<file path="config.mk">
export PLATFORM = sky130hd
export DESIGN_NAME = fse_lms_update_flat
export DESIGN_NICKNAME = d
export VERILOG_FILES = /design/src/rtl/fse_lms_update_pkg.sv /design/src/rtl/fse_lms_update_if.sv /design/src/rtl/fse_lms_update_tap.sv /design/src/rtl/fse_lms_update.sv /design/src/flat_wrapper.sv
export SDC_FILE = /design/constraint.sdc
export NUM_CORES = 2
export LEC_CHECK = 0
export BUFFER_PORTS_ARGS = -buffer_cell sky130_fd_sc_hd__buf_2
export CORE_ASPECT_RATIO = 1.5
export CORE_UTILIZATION = 60
export CTS_BUF_LIST = sky130_fd_sc_hd__clkbuf_4 sky130_fd_sc_hd__clkbuf_8
export CTS_CLUSTER_DIAMETER = 200
export DETAILED_ROUTE_END_ITERATION = 8
export GPL_TIMING_DRIVEN = 0
export HOLD_SLACK_MARGIN = 0.08
export PLACE_DENSITY = 0.91
export SLEW_MARGIN = 0
export SYNTH_ARGS = -nofsm -noshare
export SYNTH_HDL_FRONTEND = slang
export SYNTH_SLANG_ARGS = --single-unit
</file>
<file path="constraint.sdc">
create_clock -name clk -period 8.85 [get_ports clk]
set_clock_uncertainty 0.15 [all_clocks]
set_input_delay 1.77 -clock clk [delete_from_list [all_inputs] [get_ports clk]]
set_output_delay 1.77 -clock clk [all_outputs]
set_load 0.05 [all_outputs]
</file>
<file path="src/rtl/fse_lms_update_pkg.sv">
// -----------------------------------------------------------------------------
// fse_pkg
// Shared definitions for the fractionally spaced equalizer LMS engine.
//   mode_t    : adaptation mode encodings (IDLE / TRAIN / DD)
//   sat_max   : largest value of a signed field of a given width
//   sat_min   : smallest value of a signed field of a given width
//   fixed_one : the value 1.0 for a given number of fractional bits
//   COEFF_ONE / SYM_ONE : 1.0 in the default coefficient / symbol formats
// -----------------------------------------------------------------------------
package fse_pkg;

  typedef enum logic [1:0] {
    MODE_IDLE  = 2'b00,
    MODE_TRAIN = 2'b01,
    MODE_DD    = 2'b10
  } mode_t;

  function automatic int sat_max(input int nb);
    return (1 << (nb - 1)) - 1;
  endfunction

  function automatic int sat_min(input int nb);
    return -(1 << (nb - 1));
  endfunction

  function automatic int fixed_one(input int nbf);
    return 1 << nbf;
  endfunction

  localparam int COEFF_ONE = fixed_one(5);
  localparam int SYM_ONE   = fixed_one(5);

endpackage

</file>
<file path="src/rtl/fse_lms_update_if.sv">
// -----------------------------------------------------------------------------
// fse_lms_update_if
// Sample, reference and control inputs of the LMS engine plus its coefficient
// bus and status outputs.
//   master : drives i_enable, x, y, i_train_sym, i_start, i_freeze
//   slave  : the LMS engine; drives coeff, o_coeff_valid, o_err, o_mode
// -----------------------------------------------------------------------------
interface fse_lms_update_if #(
  parameter int NBin    = 8,
  parameter int NBy     = 8,
  parameter int Ncoeff  = 9,
  parameter int NBcoeff = 7,
  parameter int NBerr   = 8
);

  logic                        i_enable;
  logic signed [NBin-1:0]      x;
  logic signed [NBy-1:0]       y;
  logic signed [NBy-1:0]       i_train_sym;
  logic                        i_start;
  logic                        i_freeze;
  logic [Ncoeff*NBcoeff-1:0]   coeff;
  logic                        o_coeff_valid;
  logic signed [NBerr-1:0]     o_err;
  logic [1:0]                  o_mode;

  modport master (
    output i_enable, x, y, i_train_sym, i_start, i_freeze,
    input  coeff, o_coeff_valid, o_err, o_mode
  );

  modport slave (
    input  i_enable, x, y, i_train_sym, i_start, i_freeze,
    output coeff, o_coeff_valid, o_err, o_mode
  );

endinterface

</file>
<file path="src/rtl/fse_lms_update_tap.sv">
// -----------------------------------------------------------------------------
// fse_lms_tap
// One adaptive tap: w <= sat(w + ((e * r) >>> SHIFT) [- (w >>> LEAK_SHIFT)]).
// Optional leakage is enabled by defining FSE_LMS_LEAKAGE_EN.
//   clk, reset : clock, asynchronous active-high reset (w <= RESET_VAL)
//   load       : reload RESET_VAL (restart), has priority over update
//   update     : apply one LMS step this cycle
//   e          : error sample, signed
//   r          : regressor sample matched to this tap, signed
//   w          : current tap value, signed
// -----------------------------------------------------------------------------
module fse_lms_tap
  import fse_pkg::*;
#(
  parameter int                        NBerr      = 8,
  parameter int                        NBin       = 8,
  parameter int                        NBcoeff    = 7,
  parameter int                        SHIFT      = 9,
  parameter int                        LEAK_SHIFT = 8,
  parameter logic signed [NBcoeff-1:0] RESET_VAL  = '0
) (
  input  logic                      clk,
  input  logic                      reset,
  input  logic                      load,
  input  logic                      update,
  input  logic signed [NBerr-1:0]   e,
  input  logic signed [NBin-1:0]    r,
  output logic signed [NBcoeff-1:0] w
);

  localparam int PW = NBerr + NBin;
  localparam int SW = PW + 1;

`ifdef FSE_LMS_LEAKAGE_EN
  localparam bit LEAK_ON = 1'b1;
`else
  localparam bit LEAK_ON = 1'b0;
`endif

  logic signed [PW-1:0]      p;
  logic signed [PW-1:0]      delta;
  logic signed [SW-1:0]      leak;
  logic signed [SW-1:0]      sum;
  logic signed [NBcoeff-1:0] w_next;

  // Full-precision product, floor-shifted step, then clamp to the tap range.
  // The sum is one bit wider than the product so it can never wrap.
  always_comb begin
    p      = PW'(e) * PW'(r);
    delta  = p >>> SHIFT;
    leak   = LEAK_ON ? SW'(w >>> LEAK_SHIFT) : '0;
    sum    = SW'(w) + SW'(delta) - leak;
    w_next = NBcoeff'(sum);
    if (sum > SW'(sat_max(NBcoeff))) begin
      w_next = NBcoeff'(sat_max(NBcoeff));
    end else if (sum < SW'(sat_min(NBcoeff))) begin
      w_next = NBcoeff'(sat_min(NBcoeff));
    end
  end

  always_ff @(posedge clk or posedge reset) begin
    if (reset) begin
      w <= RESET_VAL;
    end else if (load) begin
      w <= RESET_VAL;
    end else if (update) begin
      w <= w_next;
    end
  end

endmodule

</file>
<file path="src/rtl/fse_lms_update.sv">
// -----------------------------------------------------------------------------
// fse_lms_update
// LMS coefficient engine for the fractionally spaced equalizer. Tracks the
// FIR input samples, forms the error against a training symbol or a slicer
// decision at each symbol instant and adapts Ncoeff taps.
// Optional leakage: define FSE_LMS_LEAKAGE_EN (default build has it off).
//   clk   : clock
//   reset : asynchronous active-high reset
//   bus   : fse_lms_update_if.slave
//           in  i_enable, x, y, i_train_sym, i_start, i_freeze
//           out coeff (tap i at NBcoeff*(i+1)-1 -: NBcoeff), o_coeff_valid,
//               o_err, o_mode (00 IDLE, 01 TRAIN, 10 DD)
// -----------------------------------------------------------------------------
module fse_lms_update
  import fse_pkg::*;
#(
  parameter int NBin       = 8,
  parameter int NBFin      = 5,
  parameter int NBy        = 8,
  parameter int NBFy       = 5,
  parameter int Ncoeff     = 9,
  parameter int NBcoeff    = 7,
  parameter int NBFcoeff   = 5,
  parameter int NBerr      = 8,
  parameter int OS         = 2,
  parameter int Y_LAT      = 2,
  parameter int MU_SHIFT   = 4,
  parameter int TRAIN_LEN  = 256,
  parameter int LEAK_SHIFT = 8
) (
  input  logic              clk,
  input  logic              reset,
  fse_lms_update_if.slave   bus
);

  // The current x counts as the zero-delay entry, so only the older samples
  // need registers; tap i reads the sample delayed i+Y_LAT (Y_LAT >= 1).
  localparam int LINE_LEN  = Ncoeff + Y_LAT - 1;
  localparam int PH_W      = (OS > 1) ? $clog2(OS) : 1;
  localparam int TC_W      = $clog2(TRAIN_LEN + 1);
  localparam int UPD_SHIFT = NBFy + NBFin - NBFcoeff + MU_SHIFT;

  logic signed [NBin-1:0]    line [LINE_LEN];
  logic [PH_W-1:0]           phase;
  logic [TC_W-1:0]           train_cnt;
  mode_t                     mode, mode_next;
  logic                      update;
  logic                      last_train;
  logic signed [NBy-1:0]     d;
  logic signed [NBy:0]       e_full;
  logic signed [NBerr-1:0]   e;
  logic                      valid_q;
  logic signed [NBerr-1:0]   err_q;
  logic signed [NBcoeff-1:0] taps [Ncoeff];

  always_ff @(posedge clk or posedge reset) begin
    if (reset) begin
      for (int k = 0; k < LINE_LEN; k++) line[k] <= '0;
    end else if (bus.i_enable) begin
      line[0] <= bus.x;
      for (int k = 1; k < LINE_LEN; k++) line[k] <= line[k-1];
    end
  end

  // Symbol phase keeps running while frozen; the training count only moves
  // on real TRAIN updates.
  always_ff @(posedge clk or posedge reset) begin
    if (reset) begin
      phase     <= '0;
      train_cnt <= '0;
    end else if (bus.i_start) begin
      phase     <= '0;
      train_cnt <= '0;
    end else begin
      if (bus.i_enable) begin
        phase <= (phase == PH_W'(OS - 1)) ? '0 : phase + 1'b1;
      end
      if (update && mode == MODE_TRAIN) begin
        train_cnt <= train_cnt + 1'b1;
      end
    end
  end

  always_ff @(posedge clk or posedge reset) begin
    if (reset) mode <= MODE_IDLE;
    else       mode <= mode_next;
  end

  // Restart wins over any update in the same cycle.
  always_comb begin
    update     = bus.i_enable && (phase == '0) && (mode != MODE_IDLE) &&
                 !bus.i_freeze && !bus.i_start;
    last_train = (train_cnt == TC_W'(TRAIN_LEN - 1));
    mode_next  = mode;
    case (mode)
      MODE_IDLE:  if (bus.i_start) mode_next = MODE_TRAIN;
      MODE_TRAIN: begin
        if (bus.i_start)               mode_next = MODE_TRAIN;
        else if (update && last_train) mode_next = MODE_DD;
      end
      MODE_DD:    if (bus.i_start) mode_next = MODE_TRAIN;
      default:    mode_next = MODE_IDLE;
    endcase
  end

  // Reference is the training symbol or a +/-1.0 slicer decision on y.
  always_comb begin
    if (mode == MODE_TRAIN) begin
      d = bus.i_train_sym;
    end else begin
      d = (bus.y >= 0) ? NBy'(fixed_one(NBFy)) : NBy'(-fixed_one(NBFy));
    end
    e_full = (NBy+1)'(d) - (NBy+1)'(bus.y);
    e      = NBerr'(e_full);
    if (int'(e_full) > sat_max(NBerr)) begin
      e = NBerr'(sat_max(NBerr));
    end else if (int'(e_full) < sat_min(NBerr)) begin
      e = NBerr'(sat_min(NBerr));
    end
  end

  always_ff @(posedge clk or posedge reset) begin
    if (reset) begin
      valid_q <= 1'b0;
      err_q   <= '0;
    end else begin
      valid_q <= update;
      if (update) err_q <= e;
    end
  end

  for (genvar i = 0; i < Ncoeff; i++) begin : g_tap
    localparam logic signed [NBcoeff-1:0] RST_W =
      (i == (Ncoeff - 1) / 2) ? NBcoeff'(fixed_one(NBFcoeff)) : '0;

    fse_lms_tap #(
      .NBerr      (NBerr),
      .NBin       (NBin),
      .NBcoeff    (NBcoeff),
      .SHIFT      (UPD_SHIFT),
      .LEAK_SHIFT (LEAK_SHIFT),
      .RESET_VAL  (RST_W)
    ) u_tap (
      .clk    (clk),
      .reset  (reset),
      .load   (bus.i_start),
      .update (update),
      .e      (e),
      .r      (line[i + Y_LAT - 1]),
      .w      (taps[i])
    );

    assign bus.coeff[NBcoeff*(i+1)-1 -: NBcoeff] = taps[i];
  end

  assign bus.o_coeff_valid = valid_q;
  assign bus.o_err         = err_q;
  assign bus.o_mode        = mode;

endmodule

</file>
<file path="src/flat_wrapper.sv">
// flat-port wrapper written by rule: the top's interface ports become plain ports
module fse_lms_update_flat import fse_pkg::*;
#(
  parameter int NBin       = 8,
  parameter int NBFin      = 5,
  parameter int NBy        = 8,
  parameter int NBFy       = 5,
  parameter int Ncoeff     = 9,
  parameter int NBcoeff    = 7,
  parameter int NBFcoeff   = 5,
  parameter int NBerr      = 8,
  parameter int OS         = 2,
  parameter int Y_LAT      = 2,
  parameter int MU_SHIFT   = 4,
  parameter int TRAIN_LEN  = 256,
  parameter int LEAK_SHIFT = 8
)
  (clk, reset, bus_i_enable, bus_x, bus_y, bus_i_train_sym, bus_i_start, bus_i_freeze, bus_coeff, bus_o_coeff_valid, bus_o_err, bus_o_mode);
  fse_lms_update_if #(.NBin(NBin), .NBy(NBy), .Ncoeff(Ncoeff), .NBcoeff(NBcoeff), .NBerr(NBerr)) bus_i ();
  input  logic clk;
  input  logic reset;
  input wire logic [$bits(bus_i.i_enable)-1:0] bus_i_enable;
  input wire logic [$bits(bus_i.x)-1:0] bus_x;
  input wire logic [$bits(bus_i.y)-1:0] bus_y;
  input wire logic [$bits(bus_i.i_train_sym)-1:0] bus_i_train_sym;
  input wire logic [$bits(bus_i.i_start)-1:0] bus_i_start;
  input wire logic [$bits(bus_i.i_freeze)-1:0] bus_i_freeze;
  output wire logic [$bits(bus_i.coeff)-1:0] bus_coeff;
  output wire logic [$bits(bus_i.o_coeff_valid)-1:0] bus_o_coeff_valid;
  output wire logic [$bits(bus_i.o_err)-1:0] bus_o_err;
  output wire logic [$bits(bus_i.o_mode)-1:0] bus_o_mode;
  assign bus_i.i_enable = bus_i_enable;
  assign bus_i.x = bus_x;
  assign bus_i.y = bus_y;
  assign bus_i.i_train_sym = bus_i_train_sym;
  assign bus_i.i_start = bus_i_start;
  assign bus_i.i_freeze = bus_i_freeze;
  assign bus_coeff = bus_i.coeff;
  assign bus_o_coeff_valid = bus_i.o_coeff_valid;
  assign bus_o_err = bus_i.o_err;
  assign bus_o_mode = bus_i.o_mode;
  fse_lms_update #(.NBin(NBin), .NBFin(NBFin), .NBy(NBy), .NBFy(NBFy), .Ncoeff(Ncoeff), .NBcoeff(NBcoeff), .NBFcoeff(NBFcoeff), .NBerr(NBerr), .OS(OS), .Y_LAT(Y_LAT), .MU_SHIFT(MU_SHIFT), .TRAIN_LEN(TRAIN_LEN), .LEAK_SHIFT(LEAK_SHIFT)) u_core (.clk(clk), .reset(reset), .bus(bus_i));
endmodule
</file>
==> results of run 1 <==
[cells in the mapped netlist (26+ instances only)]
library cell,n
mux2_2,77
a211oi_1,62
maj3_1,41
nor2_1,169
inv_1,683
ha_1,316
fa_1,487
xnor2_1,107
clkbuf_1,62
xor2_1,55
a21o_1,40
a21oi_1,82
nand3_1,29
and2_1,361
nand2_1,181
o21ai_0,57
and3_1,26
dfrtp_1,163
[stage by stage]
stage / cell area, um2 / hold slack, ps
3_5_place_dp: 32300 / 335.3
3_3_place_gp: 32260 / 312.1
2_1_floorplan: 30930 / 299.2
4_1_cts: 34430 / 355.4
[per-layer routing]
layer  global-route usage (%)  GRT overflow
met4                    72.09            42
met5                    45.85             0
met1                    71.30             3
met2                    86.61            54
met3                    69.14             3
[what timing repair did]
item	in CTS
pin swaps	188
hold buffers	0
buffers inserted	102
gates resized for setup	224
endpoints found under the hold margin	0
setup endpoints to repair	63
cloned	1
[cells by family after synthesis]
family	synth area share, %
AOI/OAI and AO/OA	7.640
buffers and inverters	10.40
adders and majority gates	46.47
xor gates and xnor gates	4.701
and+or+nand+nor	14.46
muxes	2.873
DFF	13.45
==> out/metrics.yaml, run 1 <==
ys_ff_latch: 164
worst_endpoint: "u_core.g_tap[4].u_tap.w[4]$_DFFE_PP0P_/D"
core.rowCount: 100
io_buffers: 100
ys_types: 71
grtUsageTotal_pct: 74.74
synth_ff_type: "dfrtp_1"
clockBufferDepth: 2
gp_congestion: 0.9614
die-height_um: 278.3
grt_overflow: 102
post-place-cells: 4012
synth_edf_count: 0
io_pins: 103
synth.net_count: 4080
status: "stopped before the end"
cts_num_sinks: 164
grt_start_max_net_pins: 114
flow.stopped_at: "global routing"
cts_buffers: 17
yosysWarnings: 0
syn_inst: 3248
seq_area_frac_synth_pct: 13.45
tool.error: "[ERROR GRT-0232] Routing congestion too high. Check the congestion heatmap in the GUI."
yosys.area.top_type: "fa_1"
post-dp-hpwl_um: 65560
syn_area_um2: 30530
synthArstFlopShare_pct: 100.0
worst_endpoint_kind: "register data pin"
pre_cts_ws_ps: -2028
antenna_found_initial: 47
die_w_um: 186.2
htreeDepth: 4
root_buffer: "clkbuf_8"
yosysTopAreaCellShare_pct: 31.94
syn_area_per_cell_um2: 9.399
start_util_pct: 61.15
synth.area.top_cells: "fa_1 32%, dfrtp_1 13%, ha_1 13%"
==> run 2: changes to the inputs <==
Settings changed: CORE_ASPECT_RATIO 1.5 to default, CORE_UTILIZATION 60 to 40, CTS_BUF_LIST sky130_fd_sc_hd__clkbuf_4 sky130_fd_sc_hd__clkbuf_8 to default, CTS_CLUSTER_DIAMETER 200 to default, HOLD_SLACK_MARGIN 0.08 to default, PLACE_DENSITY 0.91 to default, PLACE_DENSITY_LB_ADDON from default to 0.15.
Clock period 8.85 ns to 11.5 ns, I/O delays scaled along.
==> run 2 against run 1 <==
  * The flow now finishes without violations
  * Synthesized area is the same
  * Synthesized cell count is the same
==> out/metrics.yaml, run 2 <==
syn_area_per_cell_um2: 9.399
grt_pass1_vias: 23070
synth.most_common_cell: "inv_1"
final_common_cell: "inv_1"
criticalPathCategory: "in -> reg"
regMostFlops: "u_core.line"
drc: 0
clockBufferDepth: 2
top_regs: "u_core.line (80), u_core.g_tap.u_tap.w (63), u_core.train_cnt (9)"
wl_um: 86010
vias_per_cell: 5.030
required_ps: 11770
synthTopCellsByCount: "683 x inv_1, 487 x fa_1, 361 x and2_1"
htreeDepth: 4
end_kind: "flop"
hold_class: "reg -> reg"
cts_tree: "built"
drt_iter0_markers: 1240
grt_pass1_wl_um: 135300
max_stage_delay_ps: 680
place_area_um2: 32310
whs_path_depth: 2
grt_start_max_net_pins: 93
clk_pin_slew_ps: 80
die-height_um: 278.3
seq_area_frac_synth_pct: 13.45
drtPass1Iterations: 5
gp_congestion: 0.8506
grt_overflow: 0
drive_gt1_share_pct: 8.338
max_cap_viol_count: 0
yosysTopAreaCellShare_pct: 31.94
reg2reg_depth: 31
relSlewSlack_pct: 6.958
synth_ff_type: "dfrtp_1"
post-dp-hpwl_um: 65850
via_count: 21900
yosys.area.top_type: "fa_1"
max_freq_ghz: 0.09002
synth_edf_count: 0
core_area_um2: 74950
cp.arrival_ps: 11380
mostFrequentLayoutCells: "682 x inv_1, 487 x fa_1, 361 x and2_1"
post-route-cell-area_um2: 32930
tightest_slew_ps: 1396
rsz0062_at_grt: "no"
fin_crit_ps: 11110
clk_latency_ps: 520
crit_slowest_cell: "or4b_2"
core.rowCount: 100
cts_buffers: 17
io_buffers: 100
startpoint_type: "primary input"
yosysWarnings: 0
crit_path_frequent_cell: "fa_1"
grtUsageTotal_pct: 23.46
path_max_fanout: 10
status: "complete, no violations"
timing.final.max_slew_violations: 0
nNetsFinal: 4201
syn_area_um2: 30530
syn_inst: 3248
period_share_pct: 96.59
largest_reg_flops: 80
die-area_um2: 77430
wl_per_cell_um: 19.76
root_buffer: "clkbuf_16"
ant_nets: 0
area_delta_synth_final_pct: 7.878
finalSetupViolCount: 0
io_pins: 103
start_util_pct: 40.73
postCtsHoldBufs: 0
ys_ff_latch: 164
ys_types: 71
synth.area.top_cells: "fa_1 32%, dfrtp_1 13%, ha_1 13%"
synth.net_count: 4080
cts_num_sinks: 164
synthArstFlopShare_pct: 100.0
die_w_um: 278.3
finalHoldViolations: 0
antenna_found_initial: 5
[run 2: cell counts after synthesis]
Identical to the previous run, type by type.
[run 2: cell families after synthesis]
family / after synthesis / synth area share (%)
AOI/OAI and AO/OA: 343 / 7.640
xor gates and xnor gates: 163 / 4.701
adders and majority gates: 850 / 46.47
buffers and inverters: 797 / 10.40
DFF: 164 / 13.45
muxes: 78 / 2.873
and+or+nand+nor: 853 / 14.46
[run 2: final timing paths]
check                           slack (ps)                              from                                      to
worst max register to register        1100  u_core.bus.o_mode[0]$_DFFE_PP0P_  u_core.g_tap[0].u_tap.w[4]$_DFFE_PP0P_
worst min-delay path                   330   u_core.bus.o_err[7]$_DFFE_PP0P_         u_core.bus.o_err[7]$_DFFE_PP0P_
worst min register to register         330   u_core.bus.o_err[7]$_DFFE_PP0P_         u_core.bus.o_err[7]$_DFFE_PP0P_
max in group asynchronous             8530                             reset  u_core.g_tap[4].u_tap.w[0]$_DFFE_PP0P_
min in group asynchronous             1700                             reset         u_core.bus.o_err[7]$_DFFE_PP0P_
worst max-delay path                   390                          bus_y[7]  u_core.g_tap[0].u_tap.w[4]$_DFFE_PP0P_
[run 2: metal layers]
metal	vias up	wire length (um)	track usage [%]
li1	10390	-	-
met1	10980	39260	31.89
met2	431	40000	38.09
met3	91	4351	3.895
met4	0	2394	7.409
met5	-	0	0
[run 2: stage by stage]
step | cells | setup slack, ps | hold slack [ps] | util (%) | TNS (ps)
6_report | 4353 | 391.6 | 332.5 | 43.94 | 0
5_1_grt | 4351 | 22.46 | 367.5 | 43.93 | 0
2_1_floorplan | 3248 | 1442 | 299.2 | - | 0
3_3_place_gp | 4317 | -608.3 | 311.9 | 43.02 | -3043
4_1_cts | 4351 | 361.7 | 342.0 | 43.93 | 0
3_5_place_dp | 4319 | -566.3 | 324.6 | 43.11 | -2883
[run 2: timing repair]
| item | 4_1_cts | 5_1_grt |
|---|---|---|
| pin swaps | 0 | 0 |
| buffers inserted | 0 | 0 |
| resized for setup | 1 | 10 |
| endpoints found under the setup margin | 1 | 11 |
[run 2: area by class of cell]
cell class / instances / area (um2)
Fill cell: 7402 / 42020
Inverter: 684 / 2575
Sequential cell: 164 / 4105
Clock buffer: 17 / 425.4
Timing Repair Buffer: 102 / 555.5
Multi-Input combinational cell: 2287 / 23250
Tap cell: 969 / 1212
Buffer: 113 / 618.1
Antenna cell: 2 / 5.005
Clock inverter: 15 / 187.7
[run 2: worst max-delay path: cells and delay by family]
family	cells	cell delay, ps
AO/OA/AOI/OAI	5	1690
AND/OR/NAND/NOR	10	2260
buffers and inverters	8	2090
adder cells (fa/ha/maj)	7	2900
XOR/XNOR	1	120
Power of run 2 is left out: the tool's default activity adds up to more than one toggle a clock period on the data nets, which glitch-free logic cannot reach.
